[src/rtl/hamming74_encoder_if.sv]
// Valid/ready streams of the Hamming(7,4) encoder: nibble input and codeword output.
// The master drives the input stream and accepts codewords; the encoder is the slave.
interface hamming74_encoder_if;
  logic [0:3] data_in;
  logic [2:0] err_pos;
  logic       in_valid;
  logic       in_ready;
  logic [0:6] code_out;
  logic       out_valid;
  logic       out_ready;

  modport master (
    output data_in, err_pos, in_valid, out_ready,
    input  in_ready, code_out, out_valid
  );

  modport slave (
    input  data_in, err_pos, in_valid, out_ready,
    output in_ready, code_out, out_valid
  );
endinterface

[src/rtl/hamming74_encoder.sv]
// Streaming Hamming(7,4) encoder: FIFO-buffered nibbles become registered 7-bit codewords,
// with optional per-word single-bit error injection for decoder test traffic.
module hamming74_encoder #(
  parameter int DEPTH = 4,
  parameter int CNT_W = 16
) (
  input  logic                     clk,
  input  logic                     reset,
  input  logic                     active,
  hamming74_encoder_if.slave       bus,
  output logic [$clog2(DEPTH):0]   fifo_level,
  output logic [CNT_W-1:0]         words_sent
);

  localparam int AW = $clog2(DEPTH);

  logic [AW:0]      wr_ptr_q, rd_ptr_q;
  logic [6:0]       mem_q [DEPTH];
  logic [0:6]       code_q, code_d;
  logic             out_valid_q;
  logic [CNT_W-1:0] words_sent_q;

  logic       full, empty, push, load, xfer;
  logic [6:0] head;
  logic [0:3] head_d;
  logic [2:0] head_err;
  logic [0:6] flip_mask;

  // Extra pointer MSB distinguishes full from empty when the index bits match.
  assign full  = (wr_ptr_q[AW] != rd_ptr_q[AW]) && (wr_ptr_q[AW-1:0] == rd_ptr_q[AW-1:0]);
  assign empty = (wr_ptr_q == rd_ptr_q);

  assign push = bus.in_valid && !full;
  assign load = active && !empty && (!out_valid_q || bus.out_ready);
  assign xfer = out_valid_q && bus.out_ready;

  assign head     = mem_q[rd_ptr_q[AW-1:0]];
  assign head_d   = head[6:3];
  assign head_err = head[2:0];

  // NOTE: every variable written in always_comb gets a default first, so no latch is inferred.
  always_comb begin
    flip_mask = '0;
    if (head_err != 3'd7) flip_mask = 7'b1000000 >> head_err;
    code_d = {head_d,
              head_d[0] ^ head_d[1] ^ head_d[3],
              head_d[0] ^ head_d[2] ^ head_d[3],
              head_d[1] ^ head_d[2] ^ head_d[3]} ^ flip_mask;
  end

  // NOTE: the FIFO storage has no reset; the pointers alone decide which entries are live.
  always_ff @(posedge clk) begin
    if (push) mem_q[wr_ptr_q[AW-1:0]] <= {bus.data_in, bus.err_pos};
  end

  // NOTE: sequential state uses non-blocking assignments so every register samples pre-edge values.
  always_ff @(posedge clk or negedge reset) begin
    if (!reset) begin
      wr_ptr_q     <= '0;
      rd_ptr_q     <= '0;
      code_q       <= '0;
      out_valid_q  <= 1'b0;
      words_sent_q <= '0;
    end else begin
      if (push) wr_ptr_q <= wr_ptr_q + 1'b1;
      if (xfer) words_sent_q <= words_sent_q + 1'b1;
      if (load) begin
        rd_ptr_q    <= rd_ptr_q + 1'b1;
        code_q      <= code_d;
        out_valid_q <= 1'b1;
      end else if (xfer) begin
        out_valid_q <= 1'b0;
      end
    end
  end

  assign bus.in_ready  = !full;
  assign bus.code_out  = code_q;
  assign bus.out_valid = out_valid_q;
  assign fifo_level    = wr_ptr_q - rd_ptr_q;
  assign words_sent    = words_sent_q;

endmodule

[src/flat_wrapper.sv]
// flat-port wrapper written by rule: the top's interface ports become plain ports
module hamming74_encoder_flat 
#(
  parameter int DEPTH = 4,
  parameter int CNT_W = 16
)
  (clk, reset, active, fifo_level, words_sent, bus_data_in, bus_err_pos, bus_in_valid, bus_out_ready, bus_in_ready, bus_code_out, bus_out_valid);
  hamming74_encoder_if bus_i ();
  input  logic clk;
  input  logic reset;
  input  logic active;
  output logic [$clog2(DEPTH):0] fifo_level;
  output logic [CNT_W-1:0] words_sent;
  input wire logic [$bits(bus_i.data_in)-1:0] bus_data_in;
  input wire logic [$bits(bus_i.err_pos)-1:0] bus_err_pos;
  input wire logic [$bits(bus_i.in_valid)-1:0] bus_in_valid;
  input wire logic [$bits(bus_i.out_ready)-1:0] bus_out_ready;
  output wire logic [$bits(bus_i.in_ready)-1:0] bus_in_ready;
  output wire logic [$bits(bus_i.code_out)-1:0] bus_code_out;
  output wire logic [$bits(bus_i.out_valid)-1:0] bus_out_valid;
  assign bus_i.data_in = bus_data_in;
  assign bus_i.err_pos = bus_err_pos;
  assign bus_i.in_valid = bus_in_valid;
  assign bus_i.out_ready = bus_out_ready;
  assign bus_in_ready = bus_i.in_ready;
  assign bus_code_out = bus_i.code_out;
  assign bus_out_valid = bus_i.out_valid;
  hamming74_encoder #(.DEPTH(DEPTH), .CNT_W(CNT_W)) u_core (.clk(clk), .reset(reset), .active(active), .bus(bus_i), .fifo_level(fifo_level), .words_sent(words_sent));
endmodule
[config.mk]
export PLATFORM = sky130hd
export DESIGN_NAME = hamming74_encoder_flat
export DESIGN_NICKNAME = d
export VERILOG_FILES = /design/src/rtl/hamming74_encoder_if.sv /design/src/rtl/hamming74_encoder.sv /design/src/flat_wrapper.sv
export SDC_FILE = /design/constraint.sdc
export NUM_CORES = 1
export LEC_CHECK = 0
export CORE_MARGIN = 3
export CORE_UTILIZATION = 25
export DETAILED_ROUTE_END_ITERATION = 10
export SYNTH_ARGS = -nofsm -noshare
export SYNTH_HDL_FRONTEND = slang
export SYNTH_SLANG_ARGS = --single-unit
[constraint.sdc]
create_clock -name clk -period 3.1 [get_ports clk]
set_clock_uncertainty 0.1 [all_clocks]
set_input_delay 0.465 -clock clk [delete_from_list [all_inputs] [get_ports clk]]
set_output_delay 0.465 -clock clk [all_outputs]
set_load 0.1 [all_outputs]
After elaboration in Yosys (flattened, before gate mapping)
Memories as Yosys holds them, arrays and structs flattened.
Index checks and enable logic that the tools add are counted.
{"block": "word_totals", "regBits": 30, "mem_bits_rw": 28, "input_bits": 12, "output_inout_bits": 28, "elab_cells": 37, "mem_count": 1}
{"name": "u_core.mem_q", "words": 4, "width": 7, "rd": 1, "rd_clocked_by_memory_dff": 0, "wr": 1, "line_no": "hamming74_encoder.sv:18", "source": "logic [6:0] mem_q [DEPTH];"}
{"block": "classes", "n_addsub": 4, "n_eq_ne": 4, "n_shift": 1, "muxes": 5, "bitwise_logic": 7, "n_reduce_logical": 10}
{"op": "16-bit by 1-bit adder with 16-bit output (second input constant)", "count": 1}
{"op": "7-bit two-way mux", "count": 1}
{"op": "7-bit by 3-bit >> shifter with 7-bit output (first input constant)", "count": 1}
{"op": "7-bit XOR", "count": 1}
{"op": "3-bit by 1-bit adder with 3-bit output (second input constant)", "count": 2}
{"op": "1-bit XOR", "count": 6}
{"op": "1-bit logical AND", "count": 5}
{"op": "1-bit two-way mux", "count": 4}
{"op": "3-bit equality test", "count": 1}
{"op": "1-bit logical NOT", "count": 3}
{"op": "3-bit != test (second input constant)", "count": 1}
{"op": "3-bit subtractor", "count": 1}
{"op": "2-bit equality test", "count": 1}
{"op": "2-bit nonzero test", "count": 1}
{"op": "1-bit logical OR", "count": 1}
{"op": "1-bit != test", "count": 1}

Depth between registers and ports, before layout
Gate-level depths: netlist of run 1.
{"block": "depth", "depth_word": 6, "ltp_mapped": 8, "ltp_nobuf": 6}

Worst setup path after synthesis of run 1
No wires, ideal clock.
{"block": "synth_timing", "path_type": "register -> output", "from": "register u_core.wr_ptr_q[0]", "to": "output fifo_level[2]", "arrival_time_ps": 2642, "required_ps": 2535, "slack_ps": -107, "path_stages_with_launch": 6, "path_buffers": 0, "cell_sequence": "dfrtp_1 inv_1 ha_1 inv_1 fa_1 xnor2_1"}
{"block": "synth_via", "elab_chain_len": 1}
{"item": "start, declared", "line_no": "hamming74_encoder.sv:17", "source": "logic [AW:0] wr_ptr_q, rd_ptr_q;"}
{"item": "start signal, assigned", "line_no": "hamming74_encoder.sv:65", "source": "if (push) wr_ptr_q <= wr_ptr_q + 1'b1;"}
{"item": "3-bit subtractor", "line_no": "hamming74_encoder.sv:80", "source": "assign fifo_level = wr_ptr_q - rd_ptr_q;"}
{"item": "end, declared", "line_no": "flat_wrapper.sv:12", "source": "output logic [$clog2(DEPTH):0] fifo_level;"}
Every way passes these cells.

Worst setup path after layout of run 1
{"block": "layout_timing", "from": "register u_core.rd_ptr_q[1]", "to": "output fifo_level[2]"}
{"block": "layout_via", "elab_chain_len": 1}
{"item": "start, declared", "line_no": "hamming74_encoder.sv:17"}
{"item": "start signal, assigned", "line_no": "hamming74_encoder.sv:68", "source": "rd_ptr_q <= rd_ptr_q + 1'b1;"}
{"item": "3-bit subtractor", "line_no": "hamming74_encoder.sv:80"}
Every way passes these cells.

==> results of run 1 <==
==> metal layers <==
layer / share of wire / global-route usage / vias up
li1: - / - / 729
met5: 0 / 0 / -
met2: 0.45 / 0.130 / 45
met1: 0.48 / 0.120 / 687
met4: 0.011 / 0.0433 / 0
met3: 0.058 / 0.0354 / 4
==> layout by cell type (no fill, tap or decap), drive strengths merged, types with 5 or more instances in the layout <==
cell           Yosys  routed
buf                3      31
dfrtp             30      30
edfxtp            28      28
xnor2             19      19
nand2             13      13
clkdlybuf4s50      0      11
inv                9       9
xor2               9       9
clkbuf             0       9
o21ai              9       9
ha                 8       8
mux4               7       7
nand3              5       5
and2               5       5
nor2               5       5
==> cell usage after synthesis (2+ instances only) <==
library cell  number
nand3_1            5
edfxtp_1          28
inv_1              9
buf_2              2
o21ai_0            5
nand3b_1           3
mux4_1             2
o21ai_1            4
nand4_1            4
nand2b_1           2
dfrtp_1           30
xnor3_1            3
nor3b_2            2
nor2_1             5
mux2_2             2
and3_1             2
xor2_1             9
ha_1               8
and2_1             5
xnor2_1           19
nand2_1           13
mux4_2             5
==> area by class of cell <==
class,instances,area [µm²]
Fill cell,1008,6590
Sequential cell,58,1590
Multi-Input combinational cell,107,947
Timing Repair Buffer,42,368
Tap cell,133,166
Clock buffer,9,124
Clock inverter,7,93.8
Inverter,9,33.8
==> per-stage QoR <==
| step | utilization | area, µm² | hold WS (ns) |
|---|---|---|---|
| 6_report | 0.335 | 3320 | 0.382 |
| 5_1_grt | 0.335 | 3320 | 0.406 |
| 4_1_cts | 0.335 | 3320 | 0.392 |
| 3_5_place_dp | 0.314 | 3110 | 0.379 |
| 3_3_place_gp | 0.314 | 3110 | 0.373 |
| 2_1_floorplan | - | 2590 | 0.0694 |
==> logic make-up after synthesis <==
kind of cell | count (synthesis) | share of synthesized area
flip-flops | 58 | 0.615
AO/OA/AOI/OAI | 11 | 0.0227
buffers and inverters | 12 | 0.0213
XOR/XNOR | 31 | 0.121
adder cells (fa/ha/maj) | 9 | 0.0464
AND/OR/NAND/NOR | 47 | 0.101
multiplexers | 9 | 0.0726
==> registers in the layout, summed over array words and instances (netlist names) <==
| register | cells |
|---|---|
| u_core.words_sent | 16 |
| u_core.bus.code_out | 7 |
| u_core.rd_ptr_q | 3 |
| u_core.wr_ptr_q | 3 |
| u_core.mem_q | 28 |
| u_core.bus.out_valid | 1 |
==> path summary, 6_finish.rpt <==
| check | startpoint | to | slack [ns] | cells past startpoint |
|---|---|---|---|---|
| max | u_core.rd_ptr_q[1] | fifo_level[2] | 0.54 | 4 |
| min | u_core.words_sent[15] | u_core.words_sent[15] | 0.38 | 1 |
| max reg2reg | u_core.rd_ptr_q[1] | u_core.mem_q[3][4] | 0.68 | 4 |
| min reg2reg | u_core.words_sent[15] | u_core.words_sent[15] | 0.38 | 1 |
| max in group asynchronous | reset | u_core.bus.code_out[6] | 2.19 | 2 |
| min in group asynchronous | reset | u_core.words_sent[1] | 0.42 | 2 |
==> worst max-delay path, delay by kind of cell, from the launching register on <==
family	cells	cell delay [ns]
xor+xnor	1	0.23
fa+ha+maj	1	0.48
buf+inv	2	0.35
flops	1	0.60
==> impl_metrics.yaml, run 1 <==
outcome:
  status: "finished clean"
clock_network:
  cts_root_buf: "clkbuf_8"
  tritoncts: "yes"
  clk_path_buf_depth: 2
  ctsResizeCount: 0
  cts.sinks: 58
  cts-buffers-inserted: 9
  clkSlewWorstSetupHoldPaths_ns: 0.07
  cts_hold_buf: 0
  clkLatencyLatePin_ns: 0.33
  cts_setup_buffers: 0
  cts_max_level: 3
timing:
  min_period_ns: 2.56
  final_max_slew_viol_count: 0
  fin_setup_tns_ns: 0
  rsz0062_at_grt: "no"
  hold_viol_final: 0
  period_share: 0.826
  fmax_mhz: 391
  setup_violations: 0
  worst_pin_slew_ns: 0.717
  max_slew_margin: 0.518
  worst_slack_ns: 0.540
layout:
  antenna_cells: 0
  final_cells: 365
  drive_gt1_frac: 0.246
  fin_nets: 248
  area_growth_pct: 28.5
route:
  drtIter0Drc: 63
  wl_mm: 4.61
  drt_pass1_iterations: 4
  viasPerCell: 4.01
  post_drt_wl_per_cell_um: 12.6
  vias: 1465
  ant_nets: 0
  remaining_drc_errors: 0
synthesis:
  synthArstFlopShare: 0.517
  syn_inst: 177
  yosysSeqAreaShare: 0.615
  syn-num-nets: 198
  synth_area_leader_cell: "edfxtp_1"
  ys_ff_latch: 58
  avgSynthCellArea_um2: 14.6
  synth-edff-count: 28
  ys_types: 32
  yosysWarnings: 0
  synthFlopType: "dfrtp_1"
  ys_top_cells_by_area: "edfxtp_1 33%, dfrtp_1 29%, xnor2_1 6.4%"
  synth.cell_area_um2: 2590
  netlist.area_leader.share: 0.325
die:
  fp-row-count: 36
  core_um2: 9910
  die-area_um2: 11600
  die_h_um: 108
  io_pins: 40
  start_util: 0.261
  die_w_um: 108
worst_setup_path:
  endpoint_kind: "primary output"
  arrival_ns: 1.99
  critical_path_required_ns: 2.53
  cp_slowest_cell: "dfrtp_1"
  slowest_delay_ns: 0.60
  critical_path_class: "reg -> out"
  path_cells: "inv_1 -> fa_1 -> xnor2_2 -> buf_12"
  crit_path_start_kind: "register"
  path_max_fanout: 10
place:
  dpl.cell_count: 349
  place_ws_ns: 0.674
  gp_congestion: 0.735
  port_buffers: 39
min_path:
  hold_path.class: "reg -> reg"
global_route:
  grt_usage: 0.0907
  antenna_found_initial: 0
  grt_pass1_vias: 1573
  grt_max_degree: 31
  overflow: 0
  grt_pass1_wl_mm: 7.87
flow_run:
  maxCapViolations: 0
Power of run 1 is not shown: default switching activity piles up to over one toggle a cycle in this logic, so the estimate is an artifact.
==> run 2, diff against run 1 <==
clock period = 2.4 ns   (was 3.1 ns; I/O delays follow)
==> impl_metrics.yaml, run 2 (synthesis gave the netlist of run 1 again) <==
layout:
  largest_reg_flops: 28
  area_growth_pct: 33.4
  final_cell_mix: "33 x buf_4, 28 x dfrtp_1, 28 x edfxtp_1"
  antenna_cells: 0
  layout_commonest_cell: "buf_4"
  drive_gt1_frac: 0.292
  final_area_um2: 3450
  fin_nets: 256
  fin_util: 0.348
place:
  place_ws_ns: 0.283
  dpl-instance-area_um2: 3230
  port_buffers: 39
  gp_congestion: 0.718
  dpl.hpwl_mm: 3.58
worst_setup_path:
  path_max_fanout: 4
  critPathTopFamily: "adder cells"
  path_cells: "inv_2 -> ha_1 -> inv_1 -> fa_2 -> xnor2_4 -> buf_12"
  slowest_delay_ns: 0.42
  arrival_ns: 1.80
  critical_path_class: "reg -> out"
  crit_buf_inv: 3
  critical_path_required_ns: 1.94
  endpoint_kind: "primary output"
  cp_slowest_cell: "dfrtp_1"
  crit_path_start_kind: "register"
clock_network:
  cts_max_level: 3
  clkSlewWorstSetupHoldPaths_ns: 0.07
  cts_root_buf: "clkbuf_8"
  clkLatencyLatePin_ns: 0.33
  clk_path_buf_depth: 2
  cts_setup_buffers: 0
  tritoncts: "yes"
  cts.sinks: 58
  cts-buffers-inserted: 9
die:
  start_util: 0.261
  die_w_um: 108
  io_pins: 40
  die_h_um: 108
  die-area_um2: 11600
  core_um2: 9910
  fp-row-count: 36
route:
  remaining_drc_errors: 0
  wl_mm: 4.79
  drt_pass1_iterations: 4
  ant_nets: 0
  drtIter0Drc: 56
  viasPerCell: 4.10
  post_drt_wl_per_cell_um: 12.8
  vias: 1530
global_route:
  met2_usage: 0.135
  grt_pass1_vias: 1652
  gr-max-usage-layer: "met2"
  antenna_found_initial: 0
  grt_pass1_wl_mm: 8.13
  grt_max_degree: 31
  overflow: 0
  gr-usage-met3: 0.0300
  grt_usage: 0.0909
  met1_usage: 0.122
timing:
  final_max_slew_viol_count: 0
  fin_setup_tns_ns: 0
  rsz0062_at_grt: "no"
  fmax_mhz: 442
  worst_pin_slew_ns: 0.384
  worst_slack_ns: 0.136
  min_period_ns: 2.26
  period_share: 0.943
  max_slew_margin: 0.744
  hold_viol_final: 0
  setup_violations: 0
flow_run:
  maxCapViolations: 0
outcome:
  status: "finished clean"
min_path:
  hold_path.class: "in -> async"
## run 2: routing by layer
metal / up-vias / share of wire
met5: - / 0
met4: 0 / 0.012
met3: 7 / 0.051
met2: 34 / 0.44
met1: 738 / 0.49
li1: 751 / -
## run 2: worst paths after layout
| path | from | to | slack, ns | cells past startpoint |
|---|---|---|---|---|
| max | u_core.wr_ptr_q[0] | fifo_level[2] | 0.14 | 6 |
| min | reset | u_core.words_sent[7] | 0.33 | 2 |
| max reg2reg | u_core.rd_ptr_q[0] | u_core.bus.code_out[3] | 0.31 | 5 |
| min reg2reg | u_core.bus.code_out[2] | u_core.bus.code_out[2] | 0.39 | 2 |
| max in group asynchronous | reset | u_core.words_sent[0] | 1.57 | 2 |
| min in group clk | u_core.bus.code_out[2] | u_core.bus.code_out[2] | 0.39 | 2 |
## run 2: cell type report
| type | instances | area, µm² |
|---|---|---|
| clock buffer | 9 | 124 |
| clock inverter | 7 | 93.8 |
| fill | 998 | 6460 |
| inverter | 9 | 33.8 |
| multi-input combinational | 107 | 961 |
| sequential | 58 | 1590 |
| tap | 133 | 166 |
| timing repair buffer | 50 | 478 |
## run 2: timing repair
action	CTS	global route
hold buffers	0	0
setup endpoints to repair	1	1
cloned	0	0
resized for setup	1	1
## run 2: per-stage QoR
stage | cells | hold WS (ns)
4_1_cts | 373 | 0.336
5_1_grt | 373 | 0.365
6_report | 373 | 0.326
3_5_place_dp | 357 | 0.381
3_3_place_gp | 357 | 0.369
2_1_floorplan | 177 | -0.0356
Power of run 2 is left out for the same reason.
